## src/rtl/rrp_pkg.sv

```systemverilog
// Shared definitions for the redundant signed-digit datapath: digit geometry,
// result width, the digit typedef, the illegal code and the converter states.
package rrp_pkg;

  function automatic int k_of(input int radix);
    return $clog2(radix);
  endfunction

  function automatic int d_of(input int radix);
    return $clog2(radix) + 1;
  endfunction

  function automatic int ow_of(input int radix, input int ndig);
    return $clog2(radix) * ndig + 1;
  endfunction

  localparam int RADIX_DEF = 4;
  localparam int K_DEF     = k_of(RADIX_DEF);
  localparam int D_DEF     = d_of(RADIX_DEF);

  typedef logic signed [D_DEF-1:0] digit_t;

  // -RADIX is representable in D bits but lies outside the legal digit set.
  localparam digit_t ILLEGAL_DIGIT = {1'b1, {K_DEF{1'b0}}};

  typedef enum logic [1:0] {
    ST_IDLE,
    ST_CONV,
    ST_DONE
  } state_t;

endpackage

```

## src/rtl/rrp_to_binary_if.sv

```systemverilog
// Stream bus of the converter: redundant word in, two's-complement result out,
// each side with its own valid/ready pair.
interface rrp_to_binary_if
  import rrp_pkg::*;
#(
  parameter int RADIX = 4,
  parameter int NDIG  = 9
);
  localparam int D  = d_of(RADIX);
  localparam int OW = ow_of(RADIX, NDIG);

  logic [D*NDIG-1:0] p_in;
  logic              in_valid;
  logic              in_ready;
  logic [OW-1:0]     res_out;
  logic              err_out;
  logic              out_valid;
  logic              out_ready;

  modport master (
    output p_in, in_valid, out_ready,
    input  in_ready, res_out, err_out, out_valid
  );

  modport slave (
    input  p_in, in_valid, out_ready,
    output in_ready, res_out, err_out, out_valid
  );

endinterface

```

## src/rtl/rrp_otf_step.sv

```systemverilog
// One on-the-fly conversion step: appends digit d to the Q/QM pair.
// Purely combinational; an illegal digit is flagged and treated as zero.
module rrp_otf_step
  import rrp_pkg::*;
#(
  parameter int RADIX = 4,
  parameter int NDIG  = 9,
  localparam int K  = k_of(RADIX),
  localparam int D  = d_of(RADIX),
  localparam int OW = ow_of(RADIX, NDIG)
) (
  input  logic [OW-1:0] q,
  input  logic [OW-1:0] qm,
  input  logic [D-1:0]  d,
  output logic [OW-1:0] q_next,
  output logic [OW-1:0] qm_next,
  output logic          illegal
);

  localparam logic [D-1:0] ILLEGAL_CODE = {1'b1, {K{1'b0}}};

  logic [D-1:0]  d_eff;
  logic          d_neg;
  logic          d_pos;
  logic [K-1:0]  low;
  logic [K-1:0]  low_m1;
  logic [OW-1:0] q_shl;
  logic [OW-1:0] qm_shl;

  // NOTE: every variable gets a value at the top of the block, so no path
  // through it can leave one unassigned and infer a latch.
  always_comb begin
    illegal = (d == ILLEGAL_CODE);
    d_eff   = illegal ? '0 : d;
    d_neg   = d_eff[D-1];
    d_pos   = !d_neg && (d_eff != '0);
    // RADIX+d and RADIX-1+d reduce to the low K bits of d and d-1.
    low     = d_eff[K-1:0];
    low_m1  = low - K'(1);
    q_shl   = q << K;
    qm_shl  = qm << K;
    q_next  = (d_neg ? qm_shl : q_shl) | OW'(low);
    qm_next = (d_pos ? q_shl : qm_shl) | OW'(low_m1);
  end

endmodule

```

## src/rtl/rrp_to_binary.sv

```systemverilog
// Sequential MSD-first converter from a redundant signed-digit word to a
// two's-complement integer, one digit per clock, with valid/ready on both sides.
module rrp_to_binary
  import rrp_pkg::*;
#(
  parameter int RADIX = 4,
  parameter int NDIG  = 9
) (
  input  logic             clock,
  input  logic             reset_n,
  rrp_to_binary_if.slave   bus
);

  localparam int K  = k_of(RADIX);
  localparam int D  = d_of(RADIX);
  localparam int OW = ow_of(RADIX, NDIG);
  localparam int PW = D * NDIG;
  localparam int CW = (NDIG > 1) ? $clog2(NDIG) : 1;

  state_t        state;
  state_t        state_next;
  logic [PW-1:0] shreg;
  logic [OW-1:0] q;
  logic [OW-1:0] qm;
  logic          err;
  logic [CW-1:0] cnt;
  logic          armed;
  logic          load;
  logic          last_digit;
  logic [OW-1:0] q_step;
  logic [OW-1:0] qm_step;
  logic          illegal;

  rrp_otf_step #(
    .RADIX (RADIX),
    .NDIG  (NDIG)
  ) u_step (
    .q       (q),
    .qm      (qm),
    .d       (shreg[PW-1 -: D]),
    .q_next  (q_step),
    .qm_next (qm_step),
    .illegal (illegal)
  );

  assign load       = bus.in_valid && bus.in_ready;
  assign last_digit = (cnt == CW'(NDIG - 1));

  // NOTE: sequential state uses non-blocking assignments so every register
  // samples the pre-edge values, independent of statement order.
  always_ff @(posedge clock) begin
    if (!reset_n) state <= ST_IDLE;
    else          state <= state_next;
  end

  always_comb begin
    state_next = state;
    unique case (state)
      ST_IDLE: if (load)          state_next = ST_CONV;
      ST_CONV: if (last_digit)    state_next = ST_DONE;
      ST_DONE: if (bus.out_ready) state_next = ST_IDLE;
      default:                    state_next = ST_IDLE;
    endcase
  end

  // armed keeps in_ready low for the whole reset and registered, so reset_n
  // never reaches an output combinationally.
  always_comb begin
    bus.in_ready  = (state == ST_IDLE) && armed;
    bus.out_valid = (state == ST_DONE);
  end

  assign bus.res_out = q;
  assign bus.err_out = err;

  always_ff @(posedge clock) begin
    if (!reset_n) begin
      armed <= 1'b0;
      shreg <= '0;
      q     <= '0;
      qm    <= '1;
      err   <= 1'b0;
      cnt   <= '0;
    end else begin
      armed <= 1'b1;
      unique case (state)
        ST_IDLE: begin
          if (load) begin
            shreg <= bus.p_in;
            q     <= '0;
            qm    <= '1;
            err   <= 1'b0;
            cnt   <= '0;
          end
        end
        ST_CONV: begin
          q     <= q_step;
          qm    <= qm_step;
          err   <= err | illegal;
          shreg <= shreg << D;
          cnt   <= cnt + CW'(1);
        end
        default: ;
      endcase
    end
  end

endmodule

```

## src/flat_wrapper.sv

```systemverilog
// flat-port wrapper written by rule: the top's interface ports become plain ports
module rrp_to_binary_flat import rrp_pkg::*;
#(
  parameter int RADIX = 4,
  parameter int NDIG  = 9
)
  (clock, reset_n, bus_p_in, bus_in_valid, bus_out_ready, bus_in_ready, bus_res_out, bus_err_out, bus_out_valid);
  rrp_to_binary_if #(.RADIX(RADIX), .NDIG(NDIG)) bus_i ();
  input  logic clock;
  input  logic reset_n;
  input wire logic [$bits(bus_i.p_in)-1:0] bus_p_in;
  input wire logic [$bits(bus_i.in_valid)-1:0] bus_in_valid;
  input wire logic [$bits(bus_i.out_ready)-1:0] bus_out_ready;
  output wire logic [$bits(bus_i.in_ready)-1:0] bus_in_ready;
  output wire logic [$bits(bus_i.res_out)-1:0] bus_res_out;
  output wire logic [$bits(bus_i.err_out)-1:0] bus_err_out;
  output wire logic [$bits(bus_i.out_valid)-1:0] bus_out_valid;
  assign bus_i.p_in = bus_p_in;
  assign bus_i.in_valid = bus_in_valid;
  assign bus_i.out_ready = bus_out_ready;
  assign bus_in_ready = bus_i.in_ready;
  assign bus_res_out = bus_i.res_out;
  assign bus_err_out = bus_i.err_out;
  assign bus_out_valid = bus_i.out_valid;
  rrp_to_binary #(.RADIX(RADIX), .NDIG(NDIG)) u_core (.clock(clock), .reset_n(reset_n), .bus(bus_i));
endmodule
```

## config.mk

```make
export PLATFORM = sky130hd
export DESIGN_NAME = rrp_to_binary_flat
export DESIGN_NICKNAME = d
export VERILOG_FILES = /design/src/rtl/rrp_pkg.sv /design/src/rtl/rrp_to_binary_if.sv /design/src/rtl/rrp_otf_step.sv /design/src/rtl/rrp_to_binary.sv /design/src/flat_wrapper.sv
export SDC_FILE = /design/constraint.sdc
export NUM_CORES = 1
export LEC_CHECK = 0
export BUFFER_PORTS_ARGS = -buffer_cell sky130_fd_sc_hd__clkbuf_2
export CAP_MARGIN = 10
export CORE_UTILIZATION = 50
export DETAILED_ROUTE_END_ITERATION = 8
export HOLD_SLACK_MARGIN = 0.06
export PLACE_DENSITY_LB_ADDON = 0.08
export SLEW_MARGIN = 0
export SYNTH_ARGS = -nofsm -noshare
export SYNTH_HDL_FRONTEND = slang
export SYNTH_SLANG_ARGS = --single-unit
```

## constraint.sdc

```tcl
create_clock -name clock -period 1.85 [get_ports clock]
set_clock_uncertainty 0.2 [all_clocks]
set_input_delay 0.185 -clock clock [delete_from_list [all_inputs] [get_ports clock]]
set_output_delay 0.185 -clock clock [all_outputs]
set_load 0.02 [all_outputs]
```

# After elaboration in Yosys (flattened, before gate mapping)
# Cells that the tools add are included.
# classes
addsub,2
mul,0
div,0
n_lt_le_gt_ge,0
n_eq_ne,7
n_shift,0
n_mux,18
bitwise,3
reduce_logical,9
# ops
op,n
27-bit case mux with 2 select lines,1
19-bit 2-to-1 mux,2
19-bit case mux with 2 select lines,1
17-bit 2-to-1 mux,2
17-bit case mux with 2 select lines,1
27-bit 2-to-1 mux,1
19-bit by 2-bit bitwise OR with 19-bit output,1
17-bit by 2-bit bitwise OR with 17-bit output,1
4-bit case mux with 2 select lines,1
2-bit 2-to-1 mux,3
2-bit case mux with 3 select lines,1
"4-bit by 1-bit adder with 4-bit output, second input constant",1
"4-bit == test, second input constant",1
4-bit 2-to-1 mux,1
"2-bit by 1-bit != test with 1-bit output, second input constant",2
"3-bit == test, second input constant",1
1-bit logical AND,3
3-bit 2-to-1 mux,1
3-bit AND reduction,1
3-bit nonzero test,1
"2-bit by 1-bit == test with 1-bit output, second input constant",1
"2-bit == test, second input constant",1
2-bit logical NOT,1
1-bit 2-to-1 mux,2
7 further kinds,7
# word_totals
reg_bits,71
latchBits,0
ramBits,0
mem_bits_ro,0
out_inout_bits,22
word_cells,46
mem_count,0

# Longest topological paths before layout
# Gate-level depths: netlist of run 1.
# logic_depth
word_depth,7
ltp_mapped,7

# By module
# A second synthesis of run 1 with hierarchy kept.
# unflattened
hier_cells,327
hier_area_um2,3390.8
# by_module_without_submodules
module,n_inst,cells_each,area_per_inst_um2,seq_area_each_um2
rrp_to_binary,1,279,2869.0,1461.4
rrp_otf_step,1,48,521.8,0.0

# Least setup slack after synthesis of run 1
# OpenSTA, ideal clock, no wires.
# synth_timing
path_type,register to register
from,register u_core.shreg[24]
to,register u_core.qm[10]
setup_ns,0.120
arrival_time_ns,1.356
required_ns,1.530
slack_ns,0.174
path_stages_with_launch,7
period_less_slack_ns,1.676
path_cell_list,dfxtp_1 -> inv_1 -> ha_1 -> nor2_2 -> buf_4 -> mux2i_1 -> a2bb2oi_1
# synth_via
elab_chain_len,7
elab_cells_between_ends,8
cone_classes,1 x eq/ne; 3 x mux; 1 x bitwise; 3 x reduce/logical
# synth_rtl
element,line_no,source
start: declaration,rrp_to_binary.sv:22,logic [PW-1:0] shreg;
start signal: assignment,rrp_to_binary.sv:89,shreg <= bus.p_in;
start signal: assignment,rrp_to_binary.sv:100,shreg <= shreg << D;
3-bit == test,rrp_otf_step.sv:33,illegal = (d == ILLEGAL_CODE);
3-bit 2-to-1 mux *,rrp_otf_step.sv:34,d_eff = illegal ? '0 : d;
3-bit nonzero test / 1-bit logical NOT (equally long branches),rrp_otf_step.sv:36,d_pos = !d_neg && (d_eff != '0);
1-bit logical AND *,rrp_otf_step.sv:36,
17-bit 2-to-1 mux *,rrp_otf_step.sv:43,qm_next = (d_pos ? q_shl : qm_shl) | OW'(low_m1);
17-bit by 2-bit bitwise OR with 17-bit output *,rrp_otf_step.sv:43,
17-bit case mux with 2 select lines *,rrp_to_binary.sv:86,unique case (state)
end signal: assignment,rrp_to_binary.sv:98,qm <= qm_step;
end: declaration,rrp_to_binary.sv:24,logic [OW-1:0] qm;
# Every way passes the cells marked *; elsewhere a longest branch is shown, timed or not.
# A chain may end at the register's enable or synchronous reset.

# Worst setup path in the final report of run 1
# layout_timing
from,register u_core.state[1]
to,output port bus_out_valid
# layout_via
elab_chain_len,1
# layout_rtl
element,line_no,source
start: declaration,rrp_to_binary.sv:20,state_t state;
start signal: assignment,rrp_to_binary.sv:53,else state <= state_next;
2-bit == test,rrp_to_binary.sv:70,bus.out_valid = (state == ST_DONE);
end: declaration,flat_wrapper.sv:17,output wire logic [$bits(bus_i.out_valid)-1:0] bus_out_valid;
# Every way passes these cells.

==> reports/summary.txt, run 1 <==
r2r setup slk - 180 ps
status - finished clean
post-DR wirelength/cell - 15.3 µm
Total GRT Usage - 24.3%
crit path cell chain - inv_4 > buf_4 > nor2_1 > clkbuf_2
Cells after Synth - 315
Critical Path Fanout Max - 15
Leak - 1.53 nW
R2R depth - 5
initial antenna violation count - 0
WP data arrival - 1350 ps
drt total wl - 7240 µm
Site Rows - 28
GRT Residual Overflow - 0
placer's final routability congestion estimate - 0.755
CTS tree - yes
worst slew pin tran - 767 ps
Crit. End Element - output pin
Synth Register Bits - 71
Max VDD drop - 569 µV
biggest area consumer among synthesized cells - dfxtp_1
Clock Path Buffers - 2
CTS Sinks - 71
syn_area_per_cell - 9.78 µm²
area grow syn2layout - 27.0%
Nets - 430
Via Count - 2672
syn nets - 349
Hold Path Cell Cnt - 4
Synth Warn # - 0
Clock Latency Late Sink - 340 ps
Initial Util - 52.0%
ranking of synthesized cells by area - dfxtp_1 46%, mux2i_1 11%, a311oi_1 7.1%
slowest stage cell on the critical path - dfxtp_2
hold worst-path end - u_core.bus.res_out[0]$_SDFFE_PN0P_
Routed Antenna Nets - 0
max incr delay on CP - 410 ps
top_reg_cell synth - dfxtp_1
Slew HR - 48.8%
Die Y - 80.5 µm
Worst setup SP type - register
asr flop ratio synth - 0%
core area - 0.00592 mm²
final period utilization - 93.7%
number of flops mapped to enable cells by yosys - 0
I/O Pins - 53
1st-pass router iterations - 4
die area - 0.00648 mm²
final std cells w/o fill - 474
post-synthesis sequential area ratio - 46.1%
critical path's top delay family - buffers and inverters
drt drc - 0
Detailed Place HPWL - 4500 µm
die width - 80.5 µm
Hold Crit Class - input pin to register
Yosys top cell area share - 46.1%
crit path time final - 1730 ps
Buf+Inv Stages, Crit Path - 3
dpl cells - 431
number of DRC markers in iteration 0 - 120
FMAX - 577 MHz
setup bufs post-CTS - 0
Final Max Tran Viols - 0
P per Cell Area - 882 mW/mm²
Final Hold Fails - 0
Hold Startpoint - bus_in_valid
Netlist cell types - 34
antenna cell count - 0
CP Class - register to output pin
share of layout cells above drive strength 1 - 23.1%
IO buf count - 52
Crit path required time - 1460 ps
Final Setup Violations - 0
Num CTS Buffers - 9
worst r2r dst - u_core.cnt[2]$_SDFFE_PN0P_
R2R Path Start - u_core.state[0]$_SDFFE_PN0P_
MaxCap Viol Count - 0
vias in the first global route - 2533
first-pass GRT wire length - 11800 µm
RSZ-0062 raised after global routing - no
setup TNS - 0 ps
Clock transition at path regs - 70 ps
vias per cell - 5.64
pin count of the biggest net entering global routing - 32
htree depth - 3
root buffer cell - clkbuf_8
mapped cell area - 0.00308 mm²
## timing repair
item | 4_1_cts | 5_1_grt
endpoints found under the setup margin | 1 | 2
endpoints found under the hold margin | 33 | 0
resized for setup | 1 | 3
hold buffers | 29 | 0
## area by class of cell
cell class	instances	area, µm²
clock inverter	4	47.5
sequential	71	1420
inverter	6	25.0
multi-input combinational	212	1470
timing repair buffer	96	713
tap	75	93.8
fill	505	2010
clock buffer	10	138
## sequential cells by signal, summed over array words and instances, names as in the netlist
| signal | flops |
|---|---|
| u_core.shreg | 27 |
| u_core.state | 2 |
| u_core.bus.res_out | 19 |
| u_core.qm | 17 |
| u_core.bus.err_out | 1 |
| u_core.cnt | 4 |
| u_core.armed | 1 |
## layer usage
metal  track usage (%)  part of all wire (%)  vias up
met1              28.1                    45     1271
met4              14.3                   2.8        0
met2              41.4                    49       62
met3              4.66                   3.1       17
met5                 0                     0        -
li1                  -                     -     1322
## power by group
group	switching, mW	internal, mW
combinational	0.289	0.285
sequential	0.0595	1.61
clock	0.564	0.640
total	0.912	2.54
## per-stage QoR
step	power [mW]	setup slack (ps)	util [%]	instance area [µm²]	hold WS, ps
after floorplan	2.08	174	-	3080	12.7
after global placement	2.23	202	58.0	3430	226
after detailed placement	2.24	143	58.0	3430	232
after CTS	3.47	22.4	66.0	3910	94.8
after global routing	3.61	25.0	66.1	3910	131
final	3.45	116	66.1	3910	105
## synth_stat cells, types with 4 or more instances
library cell	number
dfxtp_1	71
nand2_1	51
mux2i_1	35
a21oi_1	28
a311oi_1	25
o2bb2ai_1	17
a2bb2oi_1	16
buf_2	11
buf_4	7
nor2_1	6
buf_6	4
clkbuf_1	4
inv_1	4
## how the worst max path moves through the flow
| stage | cells after the start | from | end | slack, ps |
|---|---|---|---|---|
| 6_report | 4 | u_core.state[1]$_SDFFE_PN0P_ | bus_out_valid | 120 |
| 5_1_grt | 4 | u_core.state[1]$_SDFFE_PN0P_ | bus_out_valid | 20 |
| 4_1_cts | 4 | u_core.state[1]$_SDFFE_PN0P_ | bus_out_valid | 20 |
| 3_5_place_dp | 6 | u_core.state[0]$_SDFFE_PN0P_ | u_core.bus.res_out[13]$_SDFFE_PN0P_ | 140 |
| 3_3_place_gp | 6 | u_core.state[0]$_SDFFE_PN0P_ | u_core.bus.res_out[13]$_SDFFE_PN0P_ | 200 |
| 2_1_floorplan | 6 | u_core.shreg[24]$_SDFFE_PN0P_ | u_core.qm[10]$_SDFFE_PN1P_ | 170 |
## cells by family (layout without fill, tap and decap cells)
group	after synthesis	after routing	synth area share (%)
fa+ha+maj	3	3	1.22
mux	35	35	11.4
compound gates	100	100	24.6
buf+inv	32	116	6.17
flops	71	71	46.1
simple gates	74	74	10.5
## tightest hold or removal path, cell delays in order
cell      delay [ps]
clkbuf_2         110
a21oi_2           90
o21ai_0          150
a21oi_1           60
## cell usage in the layout, fill, tap and decap left out, drive strengths merged, types with 2 or more instances in the layout
cell	instances
a2bb2oi	16
dlygate4sd3	29
o2bb2ai	17
nand3b	2
nor2	9
nor3	2
a21o	3
nand2b	2
nand3	3
nand2	51
clkinv	2
ha	3
a21oi	30
o21ai	4
mux2i	35
clkbuf	62
dfxtp	71
buf	15
a311oi	25
a31oi	2
inv	6
No activity file was read; power rests on OpenSTA's default activity.
==> run 2, diff against run 1 <==
ABC_AREA = 1   (was unset)
CORE_UTILIZATION = 45   (was 50)
==> reports/summary.txt, run 2 <==
status - finished clean
Multi-input gate area - 0.00193 mm²
Clock Path Buffers - 2
Num CTS Buffers - 9
FMAX - 569 MHz
FF/Latch Area - 0.00142 mm²
P_sw - 1.16 mW
Synth Warn # - 0
max reg flops - 27
Leak - 2.12 nW
placer's final routability congestion estimate - 0.771
Routed Antenna Nets - 0
commonest non-fill, non-tap cell in the layout - nand2_1
Total GRT Usage - 23.3%
CTS Sinks - 71
root buffer cell - clkbuf_8
Final Setup Violations - 0
combinational share of power - 22.5%
I/O Pins - 53
Nets - 648
Clk pwr share - 32.5%
internal power - 2.69 mW
top_reg_cell synth - dfxtp_1
die area - 0.00841 mm²
vias per cell - 5.16
worst slew pin tran - 469 ps
drt drc - 0
dominant cell by count in the synthesized netlist - nand2_1
number of DRC markers in iteration 0 - 159
MaxCap Viol Count - 0
core area - 0.00777 mm²
GRT Residual Overflow - 0
Synth Register Bits - 71
CTS tree - yes
Worst setup SP type - register
Crit path required time - 1460 ps
Die Y - 91.7 µm
post-DR wirelength/cell - 12.8 µm
number of flops mapped to enable cells by yosys - 0
1st-pass router iterations - 4
syn nets - 579
Final Hold Fails - 0
Initial Util - 46.6%
Hold Crit Class - input pin to register
synth cell count leaders - 173 x nand2_1, 119 x nand3_1, 71 x dfxtp_1
Max VDD drop - 501 µV
crit path launch - u_core.state[1]$_SDFFE_PN0P_
ranking of synthesized cells by area - dfxtp_1 39%, nand2_1 18%, nand3_1 16%
worst r2r dst - u_core.qm[16]$_SDFFE_PN1P_
antenna cell count - 0
final period utilization - 95.1%
mapped cell area - 0.00362 mm²
Site Rows - 32
RSZ-0062 raised after global routing - no
Fillers - 805
Detailed Place HPWL - 5760 µm
syn_area_per_cell - 6.65 µm²
CP Class - register to output pin
Final Max Tran Viols - 0
crit path time final - 1760 ps
Sw Share - 30.2%
P per Cell Area - 856 mW/mm²
Cells after Synth - 545
R2R Path Start - u_core.shreg[24]$_SDFFE_PN0P_
pin count of the biggest net entering global routing - 43
post-route design area - 0.00449 mm²
post-synthesis sequential area ratio - 39.2%
IO buf count - 52
r2r setup slk - 260 ps
share of layout cells above drive strength 1 - 15.9%
area grow syn2layout - 24.0%
Netlist cell types - 21
initial antenna violation count - 0
setup TNS - 0 ps
placed cell areas - 0.00399 mm²
Clock Latency Late Sink - 340 ps
die width - 91.7 µm
first-pass GRT wire length - 15900 µm
drt total wl - 9210 µm
Critical Path Fanout Max - 24
Hold Slack - 128 ps
Yosys top cell area share - 39.2%
sequential share of power - 45.0%
Slew HR - 68.7%
Clock transition at path regs - 70 ps
vias in the first global route - 3578
R2R depth - 8
most frequent cells in the layout - 173 x nand2_1, 119 x nand3_1, 71 x dfxtp_1, 52 x clkbuf_2, 50 x a21oi_1
asr flop ratio synth - 0%
Via Count - 3713
CP Capture Point - bus_out_valid
htree depth - 3
setup bufs post-CTS - 0
Most flops, register - u_core.shreg
biggest area consumer among synthesized cells - dfxtp_1
WP data arrival - 1370 ps
Crit. End Element - output pin
Hold Path Cell Cnt - 3
## run 2: cell count changes in the layout (fill, tap and decap cells not counted), moves of 17 or more
cell | previous run | this run
nand2_1 | 51 | 173
nand3_1 | 3 | 119
mux2i_1 | 35 | 0
a311oi_1 | 25 | 0
nand3b_1 | 2 | 25
a21oi_1 | 28 | 50
nor2_1 | 6 | 27
o2bb2ai_1 | 17 | 0
## run 2: area by class of cell
type                            count  area share [%]
Multi-Input combinational cell    412            43.0
Sequential cell                    71            31.6
Timing Repair Buffer              103            16.8
Clock buffer                       11            3.37
Tap cell                          102            2.84
Inverter                           17            1.42
Clock inverter                      4            1.00
## run 2: worst max-delay path: stages (launching register included)
cell      delay [ps]
dfxtp_1          420
inv_2             70
buf_4            220
nor2_2           130
clkbuf_2         180
## run 2: worst min-delay path by stage
| stage | start | to | slack [ps] |
|---|---|---|---|
| finish | reset_n | u_core.shreg[22]$_SDFFE_PN0P_ | 130 |
| CTS | reset_n | u_core.shreg[8]$_SDFFE_PN0P_ | 120 |
| detailed placement | bus_p_in[2] | u_core.shreg[2]$_SDFFE_PN0P_ | 250 |
| floorplan | reset_n | u_core.armed$_DFF_P_ | 10 |
| global placement | bus_p_in[0] | u_core.shreg[0]$_SDFFE_PN0P_ | 240 |
| global route | reset_n | u_core.shreg[21]$_SDFFE_PN0P_ | 150 |
## run 2: repair_timing
action / in CTS / in global routing
setup endpoints to repair: 1 / 2
endpoints found under the hold margin: 28 / 0
hold buffers: 29 / 0
gates resized for setup: 1 / 2
## run 2: routing by layer
| layer | wire length (µm) | GRT usage, % | up-vias |
|---|---|---|---|
| li1 | - | - | 1924 |
| met1 | 4330 | 27.6 | 1714 |
| met2 | 4510 | 42.9 | 70 |
| met3 | 286 | 4.73 | 5 |
| met4 | 80 | 5.47 | 0 |
| met5 | 0 | 0 | - |
## run 2: cells by family (layout without fill, tap and decap cells)
family	count (synthesis)	in the layout	share of synthesized area, %
buf+inv	62	135	7.98
fa+ha+maj	3	3	1.04
simple gates	352	352	43.8
flops	71	71	39.2
compound gates	57	57	7.94
## run 2: power by group through the flow
stage	Combinational (mW)	Sequential [mW]	Clock, mW
2_1_floorplan	0.610	1.75	0
3_3_place_gp	0.805	1.76	0
3_5_place_dp	0.815	1.76	0
4_1_cts	0.866	1.73	1.29
5_1_grt	0.981	1.75	1.36
6_report	0.865	1.73	1.25
## run 2: stage by stage
step	power [mW]	utilization, %	setup WS (ps)	std cells
6_report	3.85	57.8	91.3	720
5_1_grt	4.08	57.8	2.43	720
4_1_cts	3.88	57.7	52.3	720
3_5_place_dp	2.58	51.4	255	676
3_3_place_gp	2.57	51.4	242	676
2_1_floorplan	2.36	-	205	545
